### config.mk
export PLATFORM = sky130hd
export DESIGN_NAME = red_pitaya_xadc_drp_ctrl
export DESIGN_NICKNAME = d
export VERILOG_FILES = /design/src/rtl/red_pitaya_xadc_drp_ctrl.sv
export SDC_FILE = /design/constraint.sdc
export NUM_CORES = 1
export LEC_CHECK = 0
export BUFFER_PORTS_ARGS = -buffer_cell sky130_fd_sc_hd__buf_2
export CORE_MARGIN = 8
export CORE_UTILIZATION = 30
export CTS_CLUSTER_SIZE = 14
export DETAILED_ROUTE_END_ITERATION = 12
export PLACE_DENSITY = 0.49
export SLEW_MARGIN = 20
export SYNTH_ARGS = -nofsm -noshare
export SYNTH_HDL_FRONTEND = slang
export SYNTH_SLANG_ARGS = --single-unit
### constraint.sdc
create_clock -name clk_i -period 6.8 [get_ports clk_i]
set_input_delay 1.02 -clock clk_i [delete_from_list [all_inputs] [get_ports clk_i]]
set_output_delay 1.02 -clock clk_i [all_outputs]
set_load 0.05 [all_outputs]
### src/rtl/red_pitaya_xadc_drp_ctrl.sv
// XADC DRP sequencer/arbiter.
// Shares the single XADC DRP port between an EOC-driven auto-capture requester
// and a one-shot software requester. Adds DRDY timeout, SW fairness after a
// capture, and a saturating counter of dropped or timed-out captures.
//
// Ports:
//   clk_i, rstn_i            DRP clock, async active-low reset
//   eoc_i, channel_i         XADC end-of-conversion pulse and channel number
//   sw_req_i/we/addr/wdata   one-cycle SW request and its payload
//   sw_busy_o                SW request pending or in flight
//   sw_ack_o, sw_err_o       SW completion pulse; err = DRDY timeout
//   sw_rdata_o               last SW read data
//   cap_valid_o/addr/data    capture result pulse, channel address, DO[15:4]
//   miss_cnt_o               saturating dropped-capture counter
//   drp_*                    DRP master port towards the XADC primitive
module red_pitaya_xadc_drp_ctrl #(
    parameter int unsigned TIMEOUT_CYC = 64,
    parameter int unsigned MISS_W      = 16
) (
    input  logic              clk_i,
    input  logic              rstn_i,
    input  logic              eoc_i,
    input  logic [4:0]        channel_i,
    input  logic              sw_req_i,
    input  logic              sw_we_i,
    input  logic [6:0]        sw_addr_i,
    input  logic [15:0]       sw_wdata_i,
    output logic              sw_busy_o,
    output logic              sw_ack_o,
    output logic              sw_err_o,
    output logic [15:0]       sw_rdata_o,
    output logic              cap_valid_o,
    output logic [6:0]        cap_addr_o,
    output logic [11:0]       cap_data_o,
    output logic [MISS_W-1:0] miss_cnt_o,
    output logic              drp_den_o,
    output logic              drp_dwe_o,
    output logic [6:0]        drp_daddr_o,
    output logic [15:0]       drp_di_o,
    input  logic [15:0]       drp_do_i,
    input  logic              drp_drdy_i
);

    localparam int unsigned CNT_W = $clog2(TIMEOUT_CYC + 1);

    typedef enum logic [1:0] {
        IDLE     = 2'd0,
        CAP_WAIT = 2'd1,
        SW_WAIT  = 2'd2
    } state_t;

    state_t            state_q, state_d;
    logic              cap_pend, sw_pend, sw_turn;
    logic [4:0]        cap_ch;
    logic              sw_we_q;
    logic [6:0]        sw_addr_q;
    logic [15:0]       sw_wdata_q;
    logic [CNT_W-1:0]  tmo_cnt;

    logic              issue_cap, issue_sw;
    logic              cap_done, cap_tmo, sw_done, sw_tmo;
    logic              timeout_hit, eoc_overrun, sw_accept;
    logic [1:0]        miss_inc;
    logic [MISS_W:0]   miss_sum;

    // State register
    always_ff @(posedge clk_i or negedge rstn_i) begin
        if (!rstn_i) state_q <= IDLE;
        else         state_q <= state_d;
    end

    // Next state, arbitration and completion decode
    always_comb begin
        state_d     = state_q;
        issue_cap   = 1'b0;
        issue_sw    = 1'b0;
        cap_done    = 1'b0;
        cap_tmo     = 1'b0;
        sw_done     = 1'b0;
        sw_tmo      = 1'b0;
        timeout_hit = (tmo_cnt == CNT_W'(TIMEOUT_CYC - 1));
        case (state_q)
            IDLE: begin
                // SW wins only when it was passed over by the previous capture
                if (sw_pend && (sw_turn || !cap_pend)) begin
                    issue_sw = 1'b1;
                    state_d  = SW_WAIT;
                end else if (cap_pend) begin
                    issue_cap = 1'b1;
                    state_d   = CAP_WAIT;
                end
            end
            CAP_WAIT: begin
                if (drp_drdy_i) begin
                    cap_done = 1'b1;
                    state_d  = IDLE;
                end else if (timeout_hit) begin
                    cap_tmo = 1'b1;
                    state_d = IDLE;
                end
            end
            SW_WAIT: begin
                if (drp_drdy_i) begin
                    sw_done = 1'b1;
                    state_d = IDLE;
                end else if (timeout_hit) begin
                    sw_tmo  = 1'b1;
                    state_d = IDLE;
                end
            end
            default: state_d = IDLE;
        endcase
    end

    // A new EOC is only a miss if the older one is not being issued this cycle
    always_comb begin
        eoc_overrun = eoc_i && cap_pend && !issue_cap;
        sw_accept   = sw_req_i && !sw_busy_o;
        miss_inc    = 2'(eoc_overrun) + 2'(cap_tmo);
        miss_sum    = {1'b0, miss_cnt_o} + (MISS_W + 1)'(miss_inc);
    end

    // Request latching and fairness flag
    always_ff @(posedge clk_i or negedge rstn_i) begin
        if (!rstn_i) begin
            cap_pend   <= 1'b0;
            cap_ch     <= '0;
            sw_pend    <= 1'b0;
            sw_turn    <= 1'b0;
            sw_busy_o  <= 1'b0;
            sw_we_q    <= 1'b0;
            sw_addr_q  <= '0;
            sw_wdata_q <= '0;
        end else begin
            if (eoc_i) begin
                cap_pend <= 1'b1;
                cap_ch   <= channel_i;
            end else if (issue_cap) begin
                cap_pend <= 1'b0;
            end

            if (sw_accept) begin
                sw_pend    <= 1'b1;
                sw_busy_o  <= 1'b1;
                sw_we_q    <= sw_we_i;
                sw_addr_q  <= sw_addr_i;
                sw_wdata_q <= sw_wdata_i;
            end else begin
                if (issue_sw) sw_pend   <= 1'b0;
                if (sw_ack_o) sw_busy_o <= 1'b0;
            end

            if (issue_sw)                            sw_turn <= 1'b0;
            else if ((cap_done || cap_tmo) && sw_pend) sw_turn <= 1'b1;
        end
    end

    // DRP master outputs; address and data hold until the next issue
    always_ff @(posedge clk_i or negedge rstn_i) begin
        if (!rstn_i) begin
            drp_den_o   <= 1'b0;
            drp_dwe_o   <= 1'b0;
            drp_daddr_o <= '0;
            drp_di_o    <= '0;
            tmo_cnt     <= '0;
        end else begin
            drp_den_o <= issue_cap || issue_sw;
            drp_dwe_o <= issue_sw && sw_we_q;
            if (issue_cap) begin
                drp_daddr_o <= {2'b00, cap_ch};
                drp_di_o    <= '0;
            end else if (issue_sw) begin
                drp_daddr_o <= sw_addr_q;
                drp_di_o    <= sw_we_q ? sw_wdata_q : 16'h0000;
            end
            if (issue_cap || issue_sw) tmo_cnt <= '0;
            else if (state_q != IDLE)  tmo_cnt <= tmo_cnt + CNT_W'(1);
        end
    end

    // Completion results towards the register bank
    always_ff @(posedge clk_i or negedge rstn_i) begin
        if (!rstn_i) begin
            cap_valid_o <= 1'b0;
            cap_addr_o  <= '0;
            cap_data_o  <= '0;
            sw_ack_o    <= 1'b0;
            sw_err_o    <= 1'b0;
            sw_rdata_o  <= '0;
            miss_cnt_o  <= '0;
        end else begin
            cap_valid_o <= cap_done;
            if (cap_done) begin
                cap_addr_o <= drp_daddr_o;
                cap_data_o <= drp_do_i[15:4];
            end
            sw_ack_o <= sw_done || sw_tmo;
            sw_err_o <= sw_tmo;
            if (sw_done && !sw_we_q) sw_rdata_o <= drp_do_i;
            miss_cnt_o <= miss_sum[MISS_W] ? {MISS_W{1'b1}} : miss_sum[MISS_W-1:0];
        end
    end

endmodule

# After elaboration in Yosys (flattened, before gate mapping)
# Cells that the tools add are included.
[word_totals]
ff_bits = 121
out_inout_bits = 80
inputBits = 50
elab_cells = 87
[op_classes]
n_mux = 33
n_reduce_logical = 25
n_eq_ne = 5
add_sub_neg = 3
[op_table]
columns = ["operator", "n"]
rows = [
  ["two-way mux 16 bit", 4],
  ["two-way mux 7 bit", 4],
  ["two-way mux 1 bit", 20],
  ["adder 16 x 2 -> 17 bit", 1],
  ["nonzero test 2 bit", 7],
  ["two-way mux 2 bit", 4],
  ["adder 7 x 1 -> 7 bit, second input constant", 1],
  ["== test 7 x 6 -> 1 bit, second input constant", 1],
  ["logical AND 1 bit", 7],
  ["logical NOT 1 bit", 4],
  ["logical OR 1 bit", 4],
  ["case mux 2 bit (2 select lines)", 1],
  ["inequality test 3 x 1 -> 1 bit, second input constant", 1],
  ["inequality test 3 bit, second input constant", 1],
  ["adder 1 x 1 -> 2 bit", 1],
  ["== test 2 x 1 -> 1 bit, second input constant", 1],
  ["== test 2 bit, second input constant", 1],
  ["logical NOT 2 bit", 1],
  ["AND reduction 2 bit", 1],
  ["OR reduction 2 bit", 1],
]

# Depth between registers and ports, before layout
# Gate-level depths: netlist of the first run.
[depth]
depth_word = 10
depth_mapped = 11
depth_no_buf = 10

# Worst setup path before layout of the first run
# No wires, ideal clock.
[synth_timing]
kind = "input to register"
from = "in eoc_i"
to = "reg miss_cnt_o[15]"
setup_ns = 0.128
path_slack_ns = 4.021
required_time_ns = 6.672
t_arrival_ns = 2.651
n_path_buf = 1
path_stages = 8
path_cell_list = "clkbuf_1 and3_1 fa_1 ha_1 nand3_1 or2_1 nand2_1 mux2_1"
[synth_between]
elab_chain_cells = 5
[synth_rtl]
columns = ["item", "line", "source"]
rows = [
  ["start, declared", "22", "input logic eoc_i,"],
  ["logical AND 1 bit (2 in series)", "117", "eoc_overrun = eoc_i && cap_pend && !issue_cap;"],
  ["adder 1 x 1 -> 2 bit", "119", "miss_inc = 2'(eoc_overrun) + 2'(cap_tmo);"],
  ["adder 16 x 2 -> 17 bit", "120", "miss_sum = {1'b0, miss_cnt_o} + (MISS_W + 1)'(miss_inc);"],
  ["two-way mux 16 bit", "200", "miss_cnt_o <= miss_sum[MISS_W] ? {MISS_W{1'b1}} : miss_sum[MISS_W-1:0];"],
  ["end signal, assigned", "200", ""],
  ["end, declared", "35", "output logic [MISS_W-1:0] miss_cnt_o,"],
]
# Every way passes these cells.
# A chain may end at the register's enable or synchronous reset.

# Worst setup path after layout of the first run
[layout_timing]
from = "reg tmo_cnt[0]"
to = "reg miss_cnt_o[1]"
[layout_between]
elab_chain_cells = 7
[layout_rtl]
columns = ["item", "line", "source"]
rows = [
  ["start, declared", "58", "logic [CNT_W-1:0] tmo_cnt;"],
  ["start signal, assigned", "177", "else if (state_q != IDLE) tmo_cnt <= tmo_cnt + CNT_W'(1);"],
  ["== test 7 x 6 -> 1 bit", "81", "timeout_hit = (tmo_cnt == CNT_W'(TIMEOUT_CYC - 1));"],
  ["two-way mux 1 bit", "97", "end else if (timeout_hit) begin"],
  ["two-way mux 1 bit", "n/a", ""],
  ["two-way mux 1 bit", "82", "case (state_q)"],
  ["adder 1 x 1 -> 2 bit", "119", ""],
  ["adder 16 x 2 -> 17 bit", "120", ""],
  ["two-way mux 16 bit", "200", ""],
]
# Every way passes these cells.

==> impl_metrics.py, run 1 <==
metrics = {
    "grt": {
        "grt_max_degree": 75,
        "grt_pass1_wl_mm": 18.4,
        "antenna_found_initial": 2,
        "grt_overflow": 0,
        "track_usage_pct": 11.7,
        "grt_pass1_vias": 3453,
    },
    "clock_tree": {
        "post_cts.repair.setup_buffers": 0,
        "htreeDepth": 4,
        "clock_latency_ns": 0.41,
        "cts_tree": "done",
        "cts_sinks": 121,
        "cts.reportedPaths.clkPinSlew_ns": 0.06,
        "cts_buffers": 17,
        "cts_resized": 0,
        "cts_hold_buf": 0,
        "root_buffer": "clkbuf_16",
        "cts.path.max_buffers": 2,
    },
    "pwr": {
        "vdd.ir_drop.worst_v": 0.000204,
        "p_leak_nw": 3.14,
        "clockPowerShare_pct": 25.5,
        "p_sw_mw": 1.40,
        "pwr-share-seq_pct": 34.7,
        "p_int_mw": 1.92,
        "p_sw_share_pct": 42.2,
        "pwr-share-comb_pct": 39.8,
        "p_per_area_nw_per_um2": 529,
    },
    "layout": {
        "drive_gt1_share_pct": 43.9,
        "final_cell_count_no_fill": 715,
        "area.growth.synth_to_final_pct": 29.2,
        "nets": 545,
        "diodes": 0,
        "mostFrequentLayoutCells": "buf_2, dfrtp_1, mux2_2, nand2_1, a22o_1",
        "final_common_cell": "buf_2",
    },
    "logic_synthesis": {
        "synth_cell_type_count": 47,
        "netlist_instances": 352,
        "yosysSeqAreaShare_pct": 62.2,
        "syn_area_per_cell_um2": 13.8,
        "synth_edf_count": 0,
        "ys_async_sr_fraction_pct": 100,
        "synth_area_um2": 4860,
        "syn_nets": 408,
        "ys_ff_latch": 121,
        "ys.warnings.count": 0,
        "ys.flop_type": "dfrtp_1",
    },
    "setup_path": {
        "end_kind": "register",
        "cp-start-kind": "register",
        "crit_fanout": 13,
        "required_ns": 7.13,
        "cp.arrival_ns": 3.23,
        "crit_type": "register to register",
    },
    "sta": {
        "fin_crit_ns": 2.90,
        "worst_slew_pin_slew_ns": 0.991,
        "maxSlewHeadroom_pct": 33.9,
        "min_period_over_period_pct": 42.7,
        "hold_viol": 0,
        "finalClockSkew_ns": 0.00588,
        "fin_ws_ns": 3.90,
        "drv_slew": 0,
        "max_freq_mhz": 344,
        "final.setup.tns_ns": 0,
        "setup_violations": 0,
        "rsz0062_at_grt": "false",
    },
    "drt": {
        "vias_per_cell": 4.51,
        "vias": 3224,
        "avgRoutedWirePerCell_um": 16.0,
        "routed_wirelength_mm": 11.4,
        "drc": 0,
        "antenna_left": 0,
        "drt_iter0_drc": 174,
        "dr.pass1.iters": 6,
    },
    "place": {
        "gp_congestion": 0.739,
        "pre_cts_ws_ns": 3.64,
        "hpwl_mm": 8.11,
        "io_buffers": 129,
        "place_inst": 686,
    },
    "hold_path": {
        "hold_class": "register to register",
    },
    "floorplanning": {
        "core_area_um2": 15900,
        "num_rows": 46,
        "die_y_um": 143,
        "die_x_um": 143,
        "start_util_pct": 30.6,
        "dieArea_um2": 20500,
        "ios": 130,
    },
    "flow_run": {
        "cap_violations": 0,
    },
    "outcome": {
        "run_status": "finished clean",
    },
}
worst paths after layout:
check,start,to,slack [ns],depth (start not counted)
worst max-delay path,tmo_cnt[0],miss_cnt_o[1],3.90,10
worst min-delay path,sw_ack_o,sw_busy_o,0.47,1
worst max register to register,tmo_cnt[0],miss_cnt_o[1],3.90,10
worst min register to register,sw_ack_o,sw_busy_o,0.47,1
max in group asynchronous,rstn_i,cap_ch[0],4.80,2
min in group asynchronous,rstn_i,tmo_cnt[4],0.62,1
synth_stat cells (5+ instances only):
master    count  share of area (%)
xnor2_1      10                1.8
mux2_1       15                3.5
nand2_1      21                1.6
a21oi_1       8               0.82
a22o_1       18                3.2
nor3_1        5               0.51
o21ai_0       5               0.51
mux2_2       50                 12
buf_2         9               0.93
nor2_1        6               0.46
nand3_1      11                1.1
a222oi_1      5                1.0
inv_1        17                1.3
dfrtp_1     121                 62
ha_1          5                1.3
metrics by stage:
step	power, mW	utilization [%]	instance area, µm²	hold slack, ns
6_report	3.33	39.6	6280	0.473
5_1_grt	3.52	39.6	6280	0.502
4_1_cts	3.38	39.6	6280	0.475
3_5_place_dp	2.52	36.1	5730	0.464
3_3_place_gp	2.50	36.1	5730	0.462
2_1_floorplan	2.16	-	4860	0.452
logic make-up after synthesis:
group           Yosys count  share of synthesized area, %
flops                   121                          62.2
simple gates             70                          8.31
mux                      67                          15.6
compound gates           44                          7.00
buf+inv                  31                          2.85
xor+xnor                 13                          2.34
fa+ha+maj                 6                          1.70
layout make-up:
class,count,area (µm²)
Fill cell,1570,9600
Sequential cell,121,3030
Multi-Input combinational cell,200,1700
Timing Repair Buffer,132,671
Clock buffer,21,450
Tap cell,216,270
Clock inverter,8,100
Inverter,17,63.8
per-layer routing:
| metal | GRT usage, % | wire, µm | vias to the layer above |
|---|---|---|---|
| met3 | 5.97 | 1110 | 15 |
| met2 | 17.1 | 4930 | 110 |
| met1 | 14.6 | 5220 | 1567 |
| met4 | 4.32 | 134 | 4 |
| met5 | 0 | 23 | - |
| li1 | - | - | 1528 |
worst max-delay path, stage by stage (launching register included):
cell      delay, ns
dfrtp_1        0.37
ha_1           0.19
and4b_1        0.25
nand3_1        0.17
nor3b_1        0.32
fa_1           0.31
ha_1           0.23
nand3_1        0.14
nor2_2         0.17
nand4_1        0.46
nand2b_1       0.21
sequential cells by signal (all words and copies together) (netlist names), 2 cells and up:
name         flops
sw_wdata_q      16
cap_data_o      12
cap_addr_o       7
tmo_cnt          7
cap_ch           5
miss_cnt_o      16
state_q          2
drp_daddr_o      7
drp_di_o        16
sw_addr_q        7
sw_rdata_o      16
power groups by stage:
stage / Clock, mW / Combinational (mW) / Sequential [mW]
5_1_grt: 0.903 / 1.42 / 1.20
3_5_place_dp: 0 / 1.35 / 1.17
2_1_floorplan: 0 / 0.431 / 1.73
6_report: 0.848 / 1.32 / 1.15
4_1_cts: 0.871 / 1.35 / 1.16
3_3_place_gp: 0 / 1.34 / 1.16
No activity file was read; power rests on OpenSTA's default activity.
==> run 2: changes to the inputs <==
PLACE_DENSITY = 0.51   (was 0.49)
clock period = 2.5 ns   (was 6.8 ns; I/O delays follow)
==> run 2 against run 1 <==
Sequential power rose to 2.7 times the previous value. Power rose to 2.8 times the previous value. Flip-flop and latch count did not move. Non-clock buffer count rose by 13. Worst setup slack got worse by 3.8 ns. Clock skew rose by 0.00071 ns. Global-route usage rose by 0.41 points. Core utilization rose by 1.2 points. Cell count rose by 2.1%. Sequential share of layout area fell by 1.5 points. Design area rose by 3.1%. First-iteration DRC count fell by 10%. Critical path type unchanged. Critical endpoint is now miss_cnt_o[15]. Largest cell class unchanged.
==> impl_metrics.py, run 2 (synthesis gave the netlist of run 1 again) <==
metrics = {
    "setup_path": {
        "r2r-start": "tmo_cnt[1]",
        "crit_fanout": 4,
        "cp.arrival_ns": 2.65,
        "end_kind": "register",
        "crit_type": "register to register",
        "worstSetupStartpoint": "tmo_cnt[1]",
        "cp-start-kind": "register",
        "required_ns": 2.79,
    },
    "pwr": {
        "p_per_area_nw_per_um2": 1440,
        "pwr-share-comb_pct": 40.1,
        "p_leak_nw": 3.25,
        "clockPowerShare_pct": 26.3,
        "vdd.ir_drop.worst_v": 0.000625,
        "pwr-share-seq_pct": 33.7,
        "p_sw_share_pct": 41.6,
        "p_int_mw": 5.44,
        "p_sw_mw": 3.87,
    },
    "drt": {
        "routed_wirelength_mm": 11.8,
        "drc": 0,
        "vias_per_cell": 4.59,
        "drt_iter0_drc": 156,
        "vias": 3351,
        "dr.pass1.iters": 4,
        "avgRoutedWirePerCell_um": 16.2,
        "antenna_left": 0,
    },
    "floorplanning": {
        "dieArea_um2": 20500,
        "ios": 130,
        "num_rows": 46,
        "die_x_um": 143,
        "die_y_um": 143,
        "start_util_pct": 30.6,
        "core_area_um2": 15900,
    },
    "layout": {
        "final_cell_count_no_fill": 730,
        "nets": 558,
        "regArea_um2": 3030,
        "nFillCells": 1565,
        "mostFrequentLayoutCells": "buf_2, dfrtp_1, mux2_2, nand2_1, a22o_1",
        "final_util_pct": 40.8,
        "diodes": 0,
        "multiInputGateArea_um2": 1750,
        "drive_gt1_share_pct": 46.9,
        "final_common_cell": "buf_2",
        "area.growth.synth_to_final_pct": 33.2,
    },
    "sta": {
        "max_freq_mhz": 423,
        "finalClockSkew_ns": 0.00659,
        "rsz0062_at_grt": "false",
        "fin_crit_ns": 2.36,
        "maxSlewHeadroom_pct": 53.1,
        "holdWs_ns": 0.0335,
        "fin_ws_ns": 0.137,
        "drv_slew": 0,
        "hold_viol": 0,
        "setup_violations": 0,
        "worst_slew_pin_slew_ns": 0.703,
        "min_period_over_period_pct": 94.5,
    },
    "clock_tree": {
        "cts_sinks": 121,
        "clock_latency_ns": 0.41,
        "htreeDepth": 4,
        "cts.reportedPaths.clkPinSlew_ns": 0.05,
        "root_buffer": "clkbuf_16",
        "cts_buffers": 17,
        "cts_tree": "done",
        "cts.path.max_buffers": 2,
    },
    "grt": {
        "grt_pass1_wl_mm": 19.1,
        "grt_max_degree": 122,
        "antenna_found_initial": 1,
        "track_usage_pct": 12.1,
        "grt_pass1_vias": 3492,
        "grt_overflow": 0,
    },
    "flow_run": {
        "cap_violations": 0,
    },
    "place": {
        "place_inst": 698,
        "gp_congestion": 0.779,
        "io_buffers": 129,
        "hpwl_mm": 8.15,
        "pre_cts_ws_ns": -0.0993,
    },
    "hold_path": {
        "hold_class": "primary input to async pin",
    },
    "outcome": {
        "run_status": "finished clean",
    },
}
-- run 2: cell types whose count changed in the layout (fill, tap and decap cells not counted), moves of 2 or more --
cell / previous run / this run
buf_4: 4 / 16
clkinv_2: 2 / 5
clkinvlp_4: 4 / 1
nand3_1: 11 / 9
nand3_2: 0 / 2
-- run 2: worst max-delay path: stages, from the launching register on --
cell,delay (ns)
dfrtp_1,0.35
ha_1,0.16
and4b_1,0.24
nand3_2,0.11
nor3b_4,0.24
fa_2,0.30
buf_4,0.13
nand3_1,0.08
nor3_1,0.17
nand3_1,0.11
mux2_1,0.33
-- run 2: area by class of cell --
cell class	count	share of cell area (%)
clock inverters	9	1.89
well taps	216	4.17
inverters	17	0.985
multi-input cells	200	27.0
flip-flops and latches	121	46.7
clock buffers	22	7.16
repair buffers	145	12.0
-- run 2: power by group through the flow --
stage,clock network [mW],logic (mW),registers [mW]
5_1_grt,2.60,3.97,3.24
3_3_place_gp,0,3.71,3.14
6_report,2.44,3.73,3.13
2_1_floorplan,0,1.17,4.70
3_5_place_dp,0,3.75,3.16
4_1_cts,2.51,3.76,3.14
-- run 2: through the flow --
| step | cell area, µm² | TNS, ns | power (mW) |
|---|---|---|---|
| 6_report | 6480 | 0 | 9.31 |
| 5_1_grt | 6480 | 0 | 9.81 |
| 4_1_cts | 6430 | 0 | 9.41 |
| 3_5_place_dp | 5840 | -0.131 | 6.91 |
| 3_3_place_gp | 5840 | 0 | 6.85 |
| 2_1_floorplan | 4860 | 0 | 5.87 |
-- run 2: worst paths after layout --
kind | to | slack [ns] | cells after the start
setup / recovery | miss_cnt_o[15] | 0.14 | 10
min in group clk_i | sw_addr_q[5] | 0.20 | 2
max in group asynchronous | sw_wdata_q[12] | 1.95 | 2
setup reg to reg | miss_cnt_o[15] | 0.14 | 10
hold reg to reg | sw_busy_o | 0.44 | 1
hold / removal | sw_rdata_o[0] | 0.03 | 2
-- run 2: layer usage --
layer / wire length [µm] / up-vias / global-route usage, %
met4: 151 / 2 / 4.81
met5: 10 / - / 0
met1: 5360 / 1670 / 15.0
met2: 5180 / 111 / 18.2
li1: - / 1555 / -
met3: 1120 / 13 / 5.51
-- run 2: what timing repair did --
item / in CTS / in global routing
hold buffers: 0 / 0
buffers inserted: 0 / 1
endpoints found under the setup margin: 3 / 14
pin swaps: 0 / 5
gates resized for setup: 2 / 8
==> run 3: changes to the inputs <==
MAX_ROUTING_LAYER = met4   (was unset)
==> run 3 against run 2 <==
Design area about the same. Fmax up 0.15%. Global-route usage up 0.36 points. Via count about the same. Non-clock buffer count unchanged. Wire length about the same. Critical endpoint unchanged. Critical path depth unchanged. Combinational power about the same. Cell count up 0.14%. Core utilization about the same. Critical path type unchanged.
==> impl_metrics.py, run 3 (synthesis gave the netlist of run 1 again) <==
metrics = {
    "drt": {
        "dr.pass1.iters": 4,
        "drc": 0,
        "avgRoutedWirePerCell_um": 16.2,
        "vias_per_cell": 4.58,
        "routed_wirelength_mm": 11.8,
        "antenna_left": 0,
        "drt_iter0_drc": 135,
        "vias": 3349,
    },
    "grt": {
        "grt_overflow": 0,
        "grt_pass1_wl_mm": 19.1,
        "antenna_found_initial": 1,
        "grt_max_degree": 122,
        "grt_pass1_vias": 3509,
        "track_usage_pct": 12.5,
    },
    "clock_tree": {
        "cts.reportedPaths.clkPinSlew_ns": 0.05,
        "htreeDepth": 4,
        "clock_latency_ns": 0.41,
        "cts.path.max_buffers": 2,
        "cts_tree": "done",
        "cts_hold_buf": 0,
        "cts_buffers": 17,
        "root_buffer": "clkbuf_16",
        "cts_sinks": 121,
    },
    "layout": {
        "nFillCells": 1565,
        "nets": 558,
        "final_util_pct": 40.8,
        "multiInputGateArea_um2": 1750,
        "drive_gt1_share_pct": 46.9,
        "mostFrequentLayoutCells": "buf_2, dfrtp_1, mux2_2, nand2_1, a22o_1",
        "area.growth.synth_to_final_pct": 33.3,
        "final_common_cell": "buf_2",
        "final_cell_count_no_fill": 731,
        "regArea_um2": 3030,
    },
    "setup_path": {
        "cp.arrival_ns": 2.65,
        "end_kind": "register",
        "crit_type": "register to register",
        "crit_fanout": 4,
        "cp-start-kind": "register",
        "required_ns": 2.79,
        "rrSetupSlack_ns": 0.14,
    },
    "floorplanning": {
        "num_rows": 46,
        "die_x_um": 143,
        "die_y_um": 143,
        "start_util_pct": 30.6,
        "ios": 130,
        "dieArea_um2": 20500,
        "core_area_um2": 15900,
    },
    "sta": {
        "max_freq_mhz": 424,
        "min_period_over_period_pct": 94.4,
        "fin_crit_ns": 2.36,
        "hold_viol": 0,
        "worst_slew_pin_slew_ns": 0.681,
        "finalClockSkew_ns": 0.00618,
        "rsz0062_at_grt": "false",
        "setup_violations": 0,
        "drv_slew": 0,
        "maxSlewHeadroom_pct": 54.6,
        "final.setup.tns_ns": 0,
    },
    "pwr": {
        "p_leak_nw": 3.25,
        "p_per_area_nw_per_um2": 1440,
        "vdd.ir_drop.worst_v": 0.000625,
        "p_total_mw": 9.31,
    },
    "hold_path": {
        "hold_class": "primary input to async pin",
    },
    "place": {
        "gp_congestion": 0.790,
        "place_inst": 698,
        "hpwl_mm": 8.15,
        "io_buffers": 129,
    },
    "flow_run": {
        "cap_violations": 0,
    },
    "outcome": {
        "run_status": "finished clean",
    },
}
run 3: changes by cell type in the layout (fill, tap and decap cells not counted):
cell | before | now
diode_2 | 0 | 1
run 3: final timing paths:
kind | from | end | cells past startpoint
max in group asynchronous | rstn_i | sw_wdata_q[12] | 2
hold reg to reg | sw_ack_o | sw_busy_o | 1
hold / removal | rstn_i | sw_rdata_o[0] | 2
setup / recovery | tmo_cnt[1] | miss_cnt_o[15] | 10
setup reg to reg | tmo_cnt[1] | miss_cnt_o[15] | 10
min in group clk_i | sw_addr_i[5] | sw_addr_q[5] | 2
run 3: per-layer routing:
layer,vias to the layer above,GRT usage (%),part of all wire [%]
met5,-,-,0
met4,0,4.81,1.3
met3,11,4.84,8.0
met2,108,18.2,44
met1,1671,15.5,47
li1,1559,-,-
run 3: final cells by class:
class,instances,area share [%]
tap,216,4.17
timing repair buffer,145,12.0
inverter,17,0.984
antenna,1,0.0386
multi-input combinational,200,27.0
clock inverter,9,1.89
sequential,121,46.7
clock buffer,22,7.16
run 3: stage by stage:
stage | hold slack [ns] | setup WS [ns] | cell area, µm²
floorplan | 0.0794 | 0.0520 | 4860
global placement | 0.433 | 0.0640 | 5840
detailed placement | 0.439 | -0.0993 | 5840
CTS | 0.0965 | 0.0140 | 6430
global route | 0.0992 | 0.00528 | 6480
finish | 0.0329 | 0.140 | 6480
run 3: timing repair:
action                                  CTS  global route
pin swaps                                 0             5
gates cloned                              0             0
buffers inserted                          0             1
endpoints found under the setup margin    3            14
resized for setup                         2             8
run 3: critical path, cell delays in order, from the launching register on:
cell,delay (ns)
dfrtp_1,0.35
ha_1,0.16
and4b_1,0.24
nand3_2,0.11
nor3b_4,0.24
fa_2,0.30
buf_4,0.13
nand3_1,0.08
nor3_1,0.17
nand3_1,0.11
mux2_1,0.33
run 3: power breakdown:
group	total [mW]	internal (mW)	switching, mW
logic	3.73	1.15	2.59
clock network	2.45	1.60	0.841
registers	3.13	2.69	0.448
